`config.mk`:
```
export PLATFORM = sky130hd
export DESIGN_NAME = irq_nest_ctrl_flat
export DESIGN_NICKNAME = d
export VERILOG_FILES = /design/src/rtl/irq_nest_ctrl_if.sv /design/src/rtl/irq_nest_ctrl.sv /design/src/flat_wrapper.sv
export SDC_FILE = /design/constraint.sdc
export NUM_CORES = 1
export LEC_CHECK = 0
export ABC_AREA = 1
export CORE_MARGIN = 5
export CORE_UTILIZATION = 41
export DETAILED_ROUTE_END_ITERATION = 10
export PLACE_DENSITY = 0.63
export SLEW_MARGIN = 20
export SYNTH_ARGS = -nofsm -noshare
export SYNTH_HDL_FRONTEND = slang
export SYNTH_SLANG_ARGS = --single-unit
export TNS_END_PERCENT = 100
```
`constraint.sdc`:
```
create_clock -name clk -period 6.95 [get_ports clk]
set_input_delay 1.39 -clock clk [delete_from_list [all_inputs] [get_ports clk]]
set_output_delay 1.39 -clock clk [all_outputs]
set_load 0.01 [all_outputs]
```
`src/rtl/irq_nest_ctrl_if.sv`:
```
// Bundle between the WB stage and the nested interrupt controller: request lines,
// mask/IE/ERET controls and resume PC in; PC redirects and status out.
interface irq_nest_ctrl_if #(
   parameter int NUM_IRQ    = 4,
   parameter int NEST_DEPTH = 4,
   parameter int PC_W       = 32
);
   localparam int ID_W  = (NUM_IRQ > 1) ? $clog2(NUM_IRQ) : 1;
   localparam int LVL_W = $clog2(NUM_IRQ + 1);
   localparam int DEP_W = $clog2(NEST_DEPTH + 1);

   logic [NUM_IRQ-1:0] irq;
   logic               mask_we;
   logic [NUM_IRQ-1:0] mask_din;
   logic               global_ie;
   logic               eret;
   logic [PC_W-1:0]    resume_pc;

   logic               int_req;
   logic [PC_W-1:0]    int_pc;
   logic [ID_W-1:0]    int_id;
   logic               eret_valid;
   logic [PC_W-1:0]    eret_pc;
   logic [NUM_IRQ-1:0] pending;
   logic [LVL_W-1:0]   cur_level;
   logic [DEP_W-1:0]   depth;
   logic               err_underflow;

   modport master (
      output irq, mask_we, mask_din, global_ie, eret, resume_pc,
      input  int_req, int_pc, int_id, eret_valid, eret_pc, pending, cur_level, depth,
             err_underflow
   );

   modport slave (
      input  irq, mask_we, mask_din, global_ie, eret, resume_pc,
      output int_req, int_pc, int_id, eret_valid, eret_pc, pending, cur_level, depth,
             err_underflow
   );
endinterface

```
`src/rtl/irq_nest_ctrl.sv`:
```
// Nested, fixed-priority interrupt controller in WB: latches request edges, picks the
// lowest eligible channel, stacks {EPC, level} on accept and unwinds it on ERET.
module irq_nest_ctrl #(
   parameter int              NUM_IRQ    = 4,
   parameter int              NEST_DEPTH = 4,
   parameter int              PC_W       = 32,
   parameter logic [PC_W-1:0] VEC_BASE   = PC_W'(32'h0000_0578),
   parameter logic [PC_W-1:0] VEC_STRIDE = PC_W'(32'h0000_00C8)
) (
   input logic            clk,
   input logic            rst,
   irq_nest_ctrl_if.slave bus
);
   localparam int ID_W  = (NUM_IRQ > 1) ? $clog2(NUM_IRQ) : 1;
   localparam int LVL_W = $clog2(NUM_IRQ + 1);
   localparam int DEP_W = $clog2(NEST_DEPTH + 1);

   function automatic logic [PC_W-1:0] vector_of(input logic [ID_W-1:0] id);
      logic [PC_W-1:0] id_ext;
      id_ext = PC_W'(id);
      return VEC_BASE + id_ext * VEC_STRIDE;
   endfunction

   logic [NUM_IRQ-1:0] irq_q;
   logic [NUM_IRQ-1:0] pending_q, pending_d;
   logic [NUM_IRQ-1:0] mask_q, mask_d;
   logic [LVL_W-1:0]   cur_level_q, cur_level_d;
   logic [DEP_W-1:0]   depth_q, depth_d;
   logic [PC_W-1:0]    stk_pc_q  [NEST_DEPTH];
   logic [LVL_W-1:0]   stk_lvl_q [NEST_DEPTH];
   logic               int_req_q, int_req_d;
   logic [PC_W-1:0]    int_pc_q, int_pc_d;
   logic [ID_W-1:0]    int_id_q, int_id_d;
   logic               eret_valid_q, eret_valid_d;
   logic [PC_W-1:0]    eret_pc_q, eret_pc_d;
   logic               err_q, err_d;

   logic [NUM_IRQ-1:0] edge_w;
   logic [NUM_IRQ-1:0] elig_w;
   logic [NUM_IRQ-1:0] clr_w;
   logic               stack_room;
   logic               do_push;
   logic [ID_W-1:0]    sel_id;
   logic [PC_W-1:0]    top_pc;
   logic [LVL_W-1:0]   top_lvl;

   always_comb begin
      edge_w     = bus.irq & ~irq_q;
      stack_room = (depth_q < DEP_W'(NEST_DEPTH));
      elig_w     = '0;
      for (int i = 0; i < NUM_IRQ; i++) begin
         elig_w[i] = pending_q[i] & mask_q[i] & bus.global_ie &
                     (LVL_W'(i) < cur_level_q) & stack_room;
      end
   end

   // Scan from the top down so the lowest eligible index wins.
   always_comb begin
      sel_id = '0;
      for (int i = NUM_IRQ - 1; i >= 0; i--) begin
         if (elig_w[i]) sel_id = ID_W'(i);
      end
   end

   always_comb begin
      top_pc  = '0;
      top_lvl = '0;
      for (int k = 0; k < NEST_DEPTH; k++) begin
         if (depth_q == DEP_W'(k + 1)) begin
            top_pc  = stk_pc_q[k];
            top_lvl = stk_lvl_q[k];
         end
      end
   end

   always_comb begin
      do_push      = !bus.eret && (|elig_w);
      clr_w        = do_push ? (NUM_IRQ'(1) << sel_id) : '0;
      // A fresh edge on the channel being accepted re-arms it.
      pending_d    = (pending_q & ~clr_w) | edge_w;
      mask_d       = bus.mask_we ? bus.mask_din : mask_q;
      cur_level_d  = cur_level_q;
      depth_d      = depth_q;
      int_req_d    = 1'b0;
      int_pc_d     = int_pc_q;
      int_id_d     = int_id_q;
      eret_valid_d = 1'b0;
      eret_pc_d    = eret_pc_q;
      err_d        = err_q;
      if (bus.eret) begin
         if (depth_q != '0) begin
            cur_level_d  = top_lvl;
            eret_pc_d    = top_pc;
            eret_valid_d = 1'b1;
            depth_d      = depth_q - DEP_W'(1);
         end else begin
            err_d = 1'b1;
         end
      end else if (do_push) begin
         cur_level_d = LVL_W'(sel_id);
         depth_d     = depth_q + DEP_W'(1);
         int_req_d   = 1'b1;
         int_id_d    = sel_id;
         int_pc_d    = vector_of(sel_id);
      end
   end

   always_ff @(posedge clk or posedge rst) begin
      if (rst) begin
         irq_q        <= '0;
         pending_q    <= '0;
         mask_q       <= '1;
         cur_level_q  <= LVL_W'(NUM_IRQ);
         depth_q      <= '0;
         int_req_q    <= 1'b0;
         int_pc_q     <= '0;
         int_id_q     <= '0;
         eret_valid_q <= 1'b0;
         eret_pc_q    <= '0;
         err_q        <= 1'b0;
         for (int k = 0; k < NEST_DEPTH; k++) begin
            stk_pc_q[k]  <= '0;
            stk_lvl_q[k] <= '0;
         end
      end else begin
         irq_q        <= bus.irq;
         pending_q    <= pending_d;
         mask_q       <= mask_d;
         cur_level_q  <= cur_level_d;
         depth_q      <= depth_d;
         int_req_q    <= int_req_d;
         int_pc_q     <= int_pc_d;
         int_id_q     <= int_id_d;
         eret_valid_q <= eret_valid_d;
         eret_pc_q    <= eret_pc_d;
         err_q        <= err_d;
         for (int k = 0; k < NEST_DEPTH; k++) begin
            if (do_push && (depth_q == DEP_W'(k))) begin
               stk_pc_q[k]  <= bus.resume_pc;
               stk_lvl_q[k] <= cur_level_q;
            end
         end
      end
   end

   assign bus.int_req       = int_req_q;
   assign bus.int_pc        = int_pc_q;
   assign bus.int_id        = int_id_q;
   assign bus.eret_valid    = eret_valid_q;
   assign bus.eret_pc       = eret_pc_q;
   assign bus.pending       = pending_q;
   assign bus.cur_level     = cur_level_q;
   assign bus.depth         = depth_q;
   assign bus.err_underflow = err_q;
endmodule

```
`src/flat_wrapper.sv`:
```
// flat-port wrapper written by rule: the top's interface ports become plain ports
module irq_nest_ctrl_flat 
#(
   parameter int              NUM_IRQ    = 4,
   parameter int              NEST_DEPTH = 4,
   parameter int              PC_W       = 32,
   parameter logic [PC_W-1:0] VEC_BASE   = PC_W'(32'h0000_0578),
   parameter logic [PC_W-1:0] VEC_STRIDE = PC_W'(32'h0000_00C8)
)
  (clk, rst, bus_irq, bus_mask_we, bus_mask_din, bus_global_ie, bus_eret, bus_resume_pc, bus_int_req, bus_int_pc, bus_int_id, bus_eret_valid, bus_eret_pc, bus_pending, bus_cur_level, bus_depth, bus_err_underflow);
  irq_nest_ctrl_if #(.NUM_IRQ(NUM_IRQ), .NEST_DEPTH(NEST_DEPTH), .PC_W(PC_W)) bus_i ();
  input logic clk;
  input logic rst;
  input wire logic [$bits(bus_i.irq)-1:0] bus_irq;
  input wire logic [$bits(bus_i.mask_we)-1:0] bus_mask_we;
  input wire logic [$bits(bus_i.mask_din)-1:0] bus_mask_din;
  input wire logic [$bits(bus_i.global_ie)-1:0] bus_global_ie;
  input wire logic [$bits(bus_i.eret)-1:0] bus_eret;
  input wire logic [$bits(bus_i.resume_pc)-1:0] bus_resume_pc;
  output wire logic [$bits(bus_i.int_req)-1:0] bus_int_req;
  output wire logic [$bits(bus_i.int_pc)-1:0] bus_int_pc;
  output wire logic [$bits(bus_i.int_id)-1:0] bus_int_id;
  output wire logic [$bits(bus_i.eret_valid)-1:0] bus_eret_valid;
  output wire logic [$bits(bus_i.eret_pc)-1:0] bus_eret_pc;
  output wire logic [$bits(bus_i.pending)-1:0] bus_pending;
  output wire logic [$bits(bus_i.cur_level)-1:0] bus_cur_level;
  output wire logic [$bits(bus_i.depth)-1:0] bus_depth;
  output wire logic [$bits(bus_i.err_underflow)-1:0] bus_err_underflow;
  assign bus_i.irq = bus_irq;
  assign bus_i.mask_we = bus_mask_we;
  assign bus_i.mask_din = bus_mask_din;
  assign bus_i.global_ie = bus_global_ie;
  assign bus_i.eret = bus_eret;
  assign bus_i.resume_pc = bus_resume_pc;
  assign bus_int_req = bus_i.int_req;
  assign bus_int_pc = bus_i.int_pc;
  assign bus_int_id = bus_i.int_id;
  assign bus_eret_valid = bus_i.eret_valid;
  assign bus_eret_pc = bus_i.eret_pc;
  assign bus_pending = bus_i.pending;
  assign bus_cur_level = bus_i.cur_level;
  assign bus_depth = bus_i.depth;
  assign bus_err_underflow = bus_i.err_underflow;
  irq_nest_ctrl #(.NUM_IRQ(NUM_IRQ), .NEST_DEPTH(NEST_DEPTH), .PC_W(PC_W), .VEC_BASE(VEC_BASE), .VEC_STRIDE(VEC_STRIDE)) u_core (.clk(clk), .rst(rst), .bus(bus_i));
endmodule
```
After elaboration in Yosys (flattened, before gate mapping)
Index checks and enable logic that the tools add are counted.
- flip-flop bits (word level): 227
- shift-type cells: 1
- multiplexer cells: 23
- eq/ne operators: 5
- reductions and logical operators: 14
- add/subtract/negate cells: 3
- order comparisons: 5
- multiply operators: 1
- bitwise operators: 23
- operator list (cell ; number):
    $mux W32 ; 4
    $mux W3 ; 10
    $and A1 B1 Y1 ; 16
    $add A11 B10 Y12 const A ; 1
    $and A4 B4 Y4 ; 2
    $mux W2 ; 4
    $not A4 Y4 ; 2
    $reduce_and A2 Y1 ; 4
    $mul A2 B5 Y7 const B ; 1
    $eq A3 B2 Y1 const B ; 2
    $lt A1 B3 Y1 const A ; 2
    $lt A2 B3 Y1 const A ; 2
    $logic_and A1 B1 Y1 ; 5
    $mux W1 ; 4
    $mux W4 ; 1
    $or A4 B4 Y4 ; 1
    $reduce_or A4 Y1 ; 1
    $shl A1 B2 Y4 const A ; 1
    $add A3 B1 Y3 const B ; 1
    $eq A3 B1 Y1 const B ; 1
    $eq A3 B3 Y1 const B ; 1
    $logic_not A3 Y1 ; 1
    $lt A3 B3 Y1 const B ; 1
    $reduce_bool A3 Y1 ; 1
    other kinds (5) ; 6

Depth between registers and ports, before layout
Gate-level depths: netlist (run 1).
- word-level depth: 13
- depth in mapped cells: 14
- mapped depth without buffers: 13

Worst setup path after synthesis (run 1)
OpenSTA, ideal clock, no wires.
- path kind: in2reg
- from: in bus_global_ie
- to: reg u_core.int_pc_q[11] (netlist: u_core.bus.int_pc[11])
- slack: 4380 ps
- buffers on the path: 0
- library setup time: 121 ps
- arrival: 2449 ps
- cell stages on the path: 12
- cell sequence: nand2_2 -> nor2_1 -> nand2_1 -> nand2_1 -> nand2_1 -> nand2_1 -> inv_1 -> ha_1 -> nand2_1 -> nand2_1 -> nand2_1 -> o21ai_1
- longest elaborated chain between the ends: 9
- ends and longest elaborated chain (item ; line ; RTL):
    start: declaration ; flat_wrapper.sv:17 ; input wire logic [$bits(bus_i.global_ie)-1:0] bus_global_ie;
    $and A1 B1 Y1 (2 in series) ; irq_nest_ctrl.sv:52 ; elig_w[i] = pending_q[i] & mask_q[i] & bus.global_ie &
    $and A1 B1 Y1 ; irq_nest_ctrl.sv:53 ; (LVL_W'(i) < cur_level_q) & stack_room;
    $mux W2 (3 in series) ; irq_nest_ctrl.sv:61 ; if (elig_w[i]) sel_id = ID_W'(i);
    $mux W2 (*) ; irq_nest_ctrl.sv:61 ;
    via u_core.sel_id[0] ; irq_nest_ctrl.sv:43 ; logic [ID_W-1:0] sel_id;
    $mul A2 B5 Y7 (*) ; irq_nest_ctrl.sv:21 ; return VEC_BASE + id_ext * VEC_STRIDE;
    $add A11 B10 Y12 (*) ; irq_nest_ctrl.sv:21 ;
    end signal: assignment ; irq_nest_ctrl.sv:132 ; int_pc_q <= int_pc_d;
    end: declaration ; irq_nest_ctrl.sv:32 ; logic [PC_W-1:0] int_pc_q, int_pc_d;
Mark *: on every way through the listed nets, which the timed path passes. The rest lies on a longest branch.
A chain may end at the register's enable or synchronous reset.

Final worst setup path (run 1)
- from: in bus_global_ie
- to: reg u_core.stk_pc_q[46] (netlist name)
- longest elaborated chain between the ends: 6
- ends and longest elaborated chain (item ; line ; RTL):
    $and A1 B1 Y1 (2 in series) ; irq_nest_ctrl.sv:52 ;
    $and A1 B1 Y1 ; irq_nest_ctrl.sv:53 ;
    $reduce_or A4 Y1 (*) ; irq_nest_ctrl.sv:77 ; do_push = !bus.eret && (|elig_w);
    $logic_and A1 B1 Y1 (*) ; irq_nest_ctrl.sv:77 ;
    $logic_and A1 B1 Y1 (*) ; irq_nest_ctrl.sv:138 ; if (do_push && (depth_q == DEP_W'(k))) begin
    end signal: indexed assignment ; irq_nest_ctrl.sv:139 ; stk_pc_q[k] <= bus.resume_pc;
    end: declaration ; irq_nest_ctrl.sv:29 ; logic [PC_W-1:0] stk_pc_q [NEST_DEPTH];
Every way passes the cells marked *; elsewhere a longest branch is shown, timed or not.

==> results of run 1 <==
-- flip-flops by register name (all words and copies together) (netlist names), 4 cells and up --
name                cells
u_core.bus.int_pc       9
u_core.bus.eret_pc     32
u_core.bus.pending      4
u_core.stk_pc_q       128
u_core.irq_q            4
u_core.mask_q           4
u_core.stk_lvl_q       12
-- metal layers --
| layer | global-route usage [%] | up-vias |
|---|---|---|
| met3 | 2.99 | 30 |
| met2 | 32.0 | 237 |
| met5 | 0 | - |
| li1 | - | 4007 |
| met4 | 5.14 | 0 |
| met1 | 26.2 | 4049 |
-- synthesized netlist by cell type --
cell	instances	share of area [%]
dfstp_2	5	1.3
a21oi_2	1	0.089
o21bai_1	2	0.15
inv_4	1	0.064
conb_1	1	0.038
nor2_1	16	0.61
o21ai_0	66	3.4
nand3_2	2	0.20
nand4_1	140	8.9
xor2_1	1	0.089
o21ai_1	6	0.31
xnor2_1	1	0.089
dfrtp_1	199	51
nand2_2	3	0.19
nand2_1	554	21
buf_1	8	0.31
nand3b_1	1	0.077
nand2_4	1	0.12
ha_1	13	1.7
nand3_1	13	0.66
a21oi_1	32	1.6
clkinv_1	1	0.038
clkbuf_1	43	1.6
buf_4	31	2.4
nand3_4	2	0.36
mux2_2	4	0.46
a22oi_1	1	0.077
mux2i_1	1	0.10
inv_1	20	0.77
inv_2	3	0.12
nor2_2	1	0.064
buf_2	26	1.3
buf_6	5	0.58
-- per-stage QoR --
stage	power, mW	instances	hold slack [ns]
floorplan	1.27	1226	0.437
global placement	1.31	1542	0.448
detailed placement	1.31	1542	0.453
CTS	2.52	1586	0.468
global route	2.58	1586	0.486
finish	2.49	1586	0.463
-- final cells by class --
| cell class | count | share of cell area, % |
|---|---|---|
| flip-flops and latches | 204 | 44.4 |
| clock inverters | 5 | 0.489 |
| multi-input cells | 884 | 35.4 |
| inverters | 25 | 0.923 |
| well taps | 319 | 3.46 |
| repair buffers | 110 | 9.34 |
| clock buffers | 39 | 6.06 |
-- tightest hold or removal path: stages (launching register included) --
cell and delay (ns):
dfrtp_1 0.33, nand2_1 0.05, nand2_1 0.05
-- placed cells by master (no fill, tap or decap), drive strengths merged --
master         count
dfrtp            199
nand3b             1
conb              23
nand4            140
mux2               4
buf               10
nor2              17
mux2i              1
o21bai             2
clkdlybuf4s50    100
nand3             17
clkinv             4
nand2            558
xnor2              1
inv               25
ha                13
a22oi              1
o21ai             72
xor2               1
clkbuf            39
dfstp              5
a21oi             33
bufinv             1
-- cell families (layout without fill, tap and decap cells) --
family / count (synthesis) / count (layout) / synth area share [%]
buffers and inverters: 138 / 179 / 7.22
and+or+nand+nor: 733 / 733 / 32.5
other: 1 / 23 / 0.0383
DFF: 204 / 204 / 52.2
AOI/OAI and AO/OA: 108 / 108 / 5.64
muxes: 5 / 5 / 0.562
xor gates and xnor gates: 2 / 2 / 0.179
adders and majority gates: 13 / 13 / 1.66
-- power groups by stage --
stage               Clock (mW)  Combinational [mW]  Sequential, mW
detailed placement           0              0.0913            1.22
CTS                       1.23              0.0915            1.19
finish                    1.21              0.0900            1.19
floorplan                    0              0.0505            1.22
global placement             0              0.0916            1.22
global route              1.29              0.0999            1.19
-- path summary, 6_finish.rpt --
check,startpoint,to,slack (ns),depth (start not counted)
max,bus_global_ie,u_core.stk_pc_q[46],3.17,10
min,u_core.stk_pc_q[22],u_core.stk_pc_q[22],0.46,2
max reg2reg,u_core.bus.depth[2],u_core.stk_pc_q[46],3.88,10
min reg2reg,u_core.stk_pc_q[22],u_core.stk_pc_q[22],0.46,2
max in group asynchronous,rst,u_core.stk_pc_q[0],4.32,3
min in group asynchronous,rst,u_core.bus.eret_pc[30],1.34,2
==> flow_summary.toml, run 1 <==
[global_route]
grt_first_pass_wirelength_um = 42800
grt.total_usage_pct = 19.2
overflow = 0
grt_max_degree = 81
antenna_found_initial = 0
grt_pass1_vias = 8184

[routing]
firstDrtPassIters = 5
drc = 0
routed_wl_um = 26000
met3WireLength_um = 1550
dr.max_layer_used = "met4"
vias = 8323
drtAntennaViolNets = 0
drt_iter0_markers = 693
vias_per_cell = 5.25
wl_met2_um = 12500
met1_length_um = 11500
wl_per_cell_um = 16.4

[floorplan]
start_util_pct = 41.7
die_h_um = 165
core-area_sq_um = 23500
placementRows = 56
dieArea_sq_um = 27100
io_pins = 124
die_w_um = 165

[synth]
synth_cell_types = 33
synth_warnings = 0
synth_area_sq_um = 9790
syn_inst = 1204
yosysSeqAreaShare_pct = 52.2
ys_ff_latch = 204
syn_area_per_cell_sq_um = 8.13

[layout]
area_growth_pct = 17.7
drive_gt1_share_pct = 5.68
nFillCells = 2240
finalInstanceArea_sq_um = 11500
fin_util_pct = 49.1
multi_input_area_sq_um = 4070
seqCellArea_sq_um = 5110
n_antenna_cell = 0
num-nets-final = 1307

[power_and_ir_drop]
vdd_drop_max_mv = 0.161
swShare_pct = 21.9
p_clk_share_pct = 48.4
seqPwrFrac_pct = 47.9
p_leak_nw = 5.99
p_int_mw = 1.95
switchingPower_uw = 547
combinationalPowerShare_pct = 3.6
p_per_area_nw_per_um2 = 216

[sta]
min_period_over_period_pct = 54.4
fmax_mhz = 265
rsz0062_at_grt = "no"
worstMarginPinSlew_ns = 1.04
finClkSkew_ns = 0.00939
finalSetupTns_ns = 0
report.final.slew_viol_count = 0
period_minus_slack_ns = 3.78
hold_viol_final = 0
setup_viol_count_final = 0
max-slew-margin-rel_pct = 30.7
setup_slack_ns = 3.17

[worst_setup_path]
cp_max_fo = 70
max_stage_delay_ns = 0.91
cp_common_cell = "nand2_1"
crit_required_ns = 7.34
slowest_stage = "nand3_2"
cp-end-kind = "flop"
worst-setup-path-type = "primary input to flop"
cp-start-kind = "primary input"
crit_path_cell_trace = "clkdlybuf4s50_1 > nand2_2 > nor2_1 > nand2_1 > nand2_2 > inv_2 > nand2_4 > nand3_2 > nand2_1 > nand2_1"
arrival_ns = 4.17
cp_num_buf_inv = 2
cpLargestDelayFamily = "simple AND/OR/NAND/NOR gates"

[clocking]
cts_made_buffers = 24
post_cts_resized = 0
post_cts_buffers = 0
hold_buffers = 0
clock_latency_ns = 0.51
cts-root-buf = "clkbuf_16"
cts_max_level = 1
clk_pin_slew_ns = 0.06
cts_sinks = 204
cts_tree = "yes"
cts_buffer_depth = 3

[run_status]
outcome = "finished clean"

[min_path]
worst_hold_path_type = "flop to flop"

[run]
maxCapViolCount = 0

[placed_design]
dpl.hpwl_um = 14500
gp_congestion = 0.760
placed_area_sq_um = 10800
place_ws_ns = 2.65
portBuffers = 100
No activity file was read; power rests on OpenSTA's default activity.
==> run 2: changes to the inputs <==
==> constraint.sdc (replaced) <==
create_clock -name clk -period 3.25 [get_ports clk]
set_input_delay 0.65 -clock clk [delete_from_list [all_inputs] [get_ports clk]]
set_output_delay 0.65 -clock clk [all_outputs]
set_load 0.01 [all_outputs]
==> run 2 against run 1 <==
Net effect:
- sequential power is 120% higher
- power rose by 120%
- setup slack worse by 2.3 ns
- critical path type is now flop to output pin
- cell count up 0.69%
- critical path depth shrank 9
- utilization is 1.0 points higher
- hold slack better by 0.0022 ns
- combinational power grew 120%
- sequential share of layout area fell by 0.92 points
==> flow_summary.toml, run 2 (synthesis gave the netlist of run 1 again) <==
[sta]
rsz0062_at_grt = "no"
max-slew-margin-rel_pct = 45.3
setup_viol_count_final = 0
hold_slack_ns = 0.465
period_minus_slack_ns = 2.39
report.final.slew_viol_count = 0
setup_slack_ns = 0.858
fmax_mhz = 418
worstMarginPinSlew_ns = 0.818
finClkSkew_ns = 0.0109
hold_viol_final = 0
min_period_over_period_pct = 73.6

[clocking]
cts_max_level = 1
cts_tree = "yes"
post_cts_buffers = 0
cts_made_buffers = 24
clock_latency_ns = 0.52
cts_buffer_depth = 3
clk_pin_slew_ns = 0.06
post_cts_resized = 0
cts-root-buf = "clkbuf_16"
cts_sinks = 204
hold_buffers = 0

[power_and_ir_drop]
combinationalPowerShare_pct = 3.7
vdd_drop_max_mv = 0.251
p_clk_share_pct = 49.3
p_int_mw = 4.25
seqPwrFrac_pct = 47.0
p_leak_nw = 6.11
swShare_pct = 21.7
switchingPower_mw = 1.18
p_per_area_nw_per_um2 = 462

[placed_design]
gp_congestion = 0.764
dp.cells = 1556
place_ws_ns = 0.630
portBuffers = 100
dpl.hpwl_um = 15500

[layout]
n_antenna_cell = 0
final_cell_mix = "nand2_1, dfrtp_1, nand4_1, clkdlybuf4s50_1, o21ai_0"
nFillCells = 2262
largest_reg_flops = 128
num-nets-final = 1321
mostFrequentLayoutCell = "nand2_1"
fin_cells = 1597
area_growth_pct = 20.2
drive_gt1_share_pct = 6.96
largest-register = "u_core.stk_pc_q"

[min_path]
hold_end = "u_core.stk_pc_q[0]"
worst_hold_path_type = "flop to flop"
holdPathStages = 2
worstHoldStart = "u_core.stk_pc_q[0]"

[global_route]
grtUsageMet1_pct = 27.2
grt_busiest_layer = "met2"
grt_first_pass_wirelength_um = 43200
antenna_found_initial = 0
grt_max_degree = 120
grt_use_met3_pct = 2.99
overflow = 0
grt_util_met2_pct = 32.3
grt_pass1_vias = 8166
grt.total_usage_pct = 19.5

[floorplan]
io_pins = 124
start_util_pct = 41.7
die_w_um = 165
die_h_um = 165
dieArea_sq_um = 27100
core-area_sq_um = 23500
placementRows = 56

[worst_setup_path]
crit_required_ns = 2.60
crit_path_cell_trace = "clkdlybuf4s50_1"
worst-setup-path-type = "flop to output pin"
r2r-start = "u_core.bus.depth[2]"
cp_num_buf_inv = 1
max_stage_delay_ns = 0.64
arrival_ns = 1.74
slowest_stage = "clkdlybuf4s50_1"
cpLargestDelayFamily = "buffers and inverters"
cp-start-kind = "flop"
cp_max_fo = 7
worst-path-stages = 1
reg2reg_depth = 5
r2r_end = "u_core.stk_pc_q[25]"
r2r_setup_slack_ns = 0.88
cp-end-kind = "output pin"

[routing]
firstDrtPassIters = 5
wl_per_cell_um = 16.5
routed_wl_um = 26400
drtAntennaViolNets = 0
vias_per_cell = 5.19
drc = 0
vias = 8294
drt_iter0_markers = 709

[run]
maxCapViolCount = 0

[run_status]
outcome = "finished clean"
[run 2: stage by stage]
step                      TNS, ns  utilization (%)  cell area [sq um]  power, mW
after CTS                       0             50.1              11800       5.49
after detailed placement        0             46.8              11000       2.80
after global routing            0             50.1              11800       5.61
final                           0             50.1              11800       5.43
after floorplan             -8.00                -               9870       2.71
after global placement          0             46.8              11000       2.80
[run 2: layer usage]
layer  share of wire (%)  routed length, um  vias to the layer above
li1                    -                  -                     4040
met1                  45              11800                     4016
met2                  48              12700                      213
met3                 5.4               1420                       25
met4                 1.4                371                        0
met5                   0                  0                        -
[run 2: worst max-delay path by stage]
stage | start | endpoint | slack, ns
after floorplan | rst | u_core.bus.cur_level[0] | -0.04
after global placement | bus_global_ie | u_core.bus.cur_level[0] | 0.69
after detailed placement | bus_global_ie | u_core.bus.int_pc[11] | 0.63
after CTS | u_core.bus.depth[2] | bus_depth[2] | 0.80
after global routing | u_core.bus.depth[2] | u_core.bus.eret_pc[27] | 0.71
final | u_core.bus.depth[2] | bus_depth[2] | 0.86
[run 2: layout make-up]
| cell class | instances | area (sq um) | area share, % |
|---|---|---|---|
| clock buffers | 37 | 741 | 6.30 |
| multi-input cells | 884 | 4070 | 34.6 |
| clock inverters | 4 | 48.8 | 0.415 |
| well taps | 319 | 399 | 3.39 |
| repair buffers | 124 | 1290 | 11.0 |
| inverters | 25 | 103 | 0.872 |
| flip-flops and latches | 204 | 5110 | 43.4 |
[run 2: power groups by stage]
stage | Combinational, mW | Sequential (mW) | Clock [mW]
6_report | 0.200 | 2.56 | 2.68
5_1_grt | 0.221 | 2.55 | 2.84
4_1_cts | 0.202 | 2.56 | 2.73
3_5_place_dp | 0.201 | 2.60 | 0
3_3_place_gp | 0.202 | 2.60 | 0
2_1_floorplan | 0.108 | 2.60 | 0
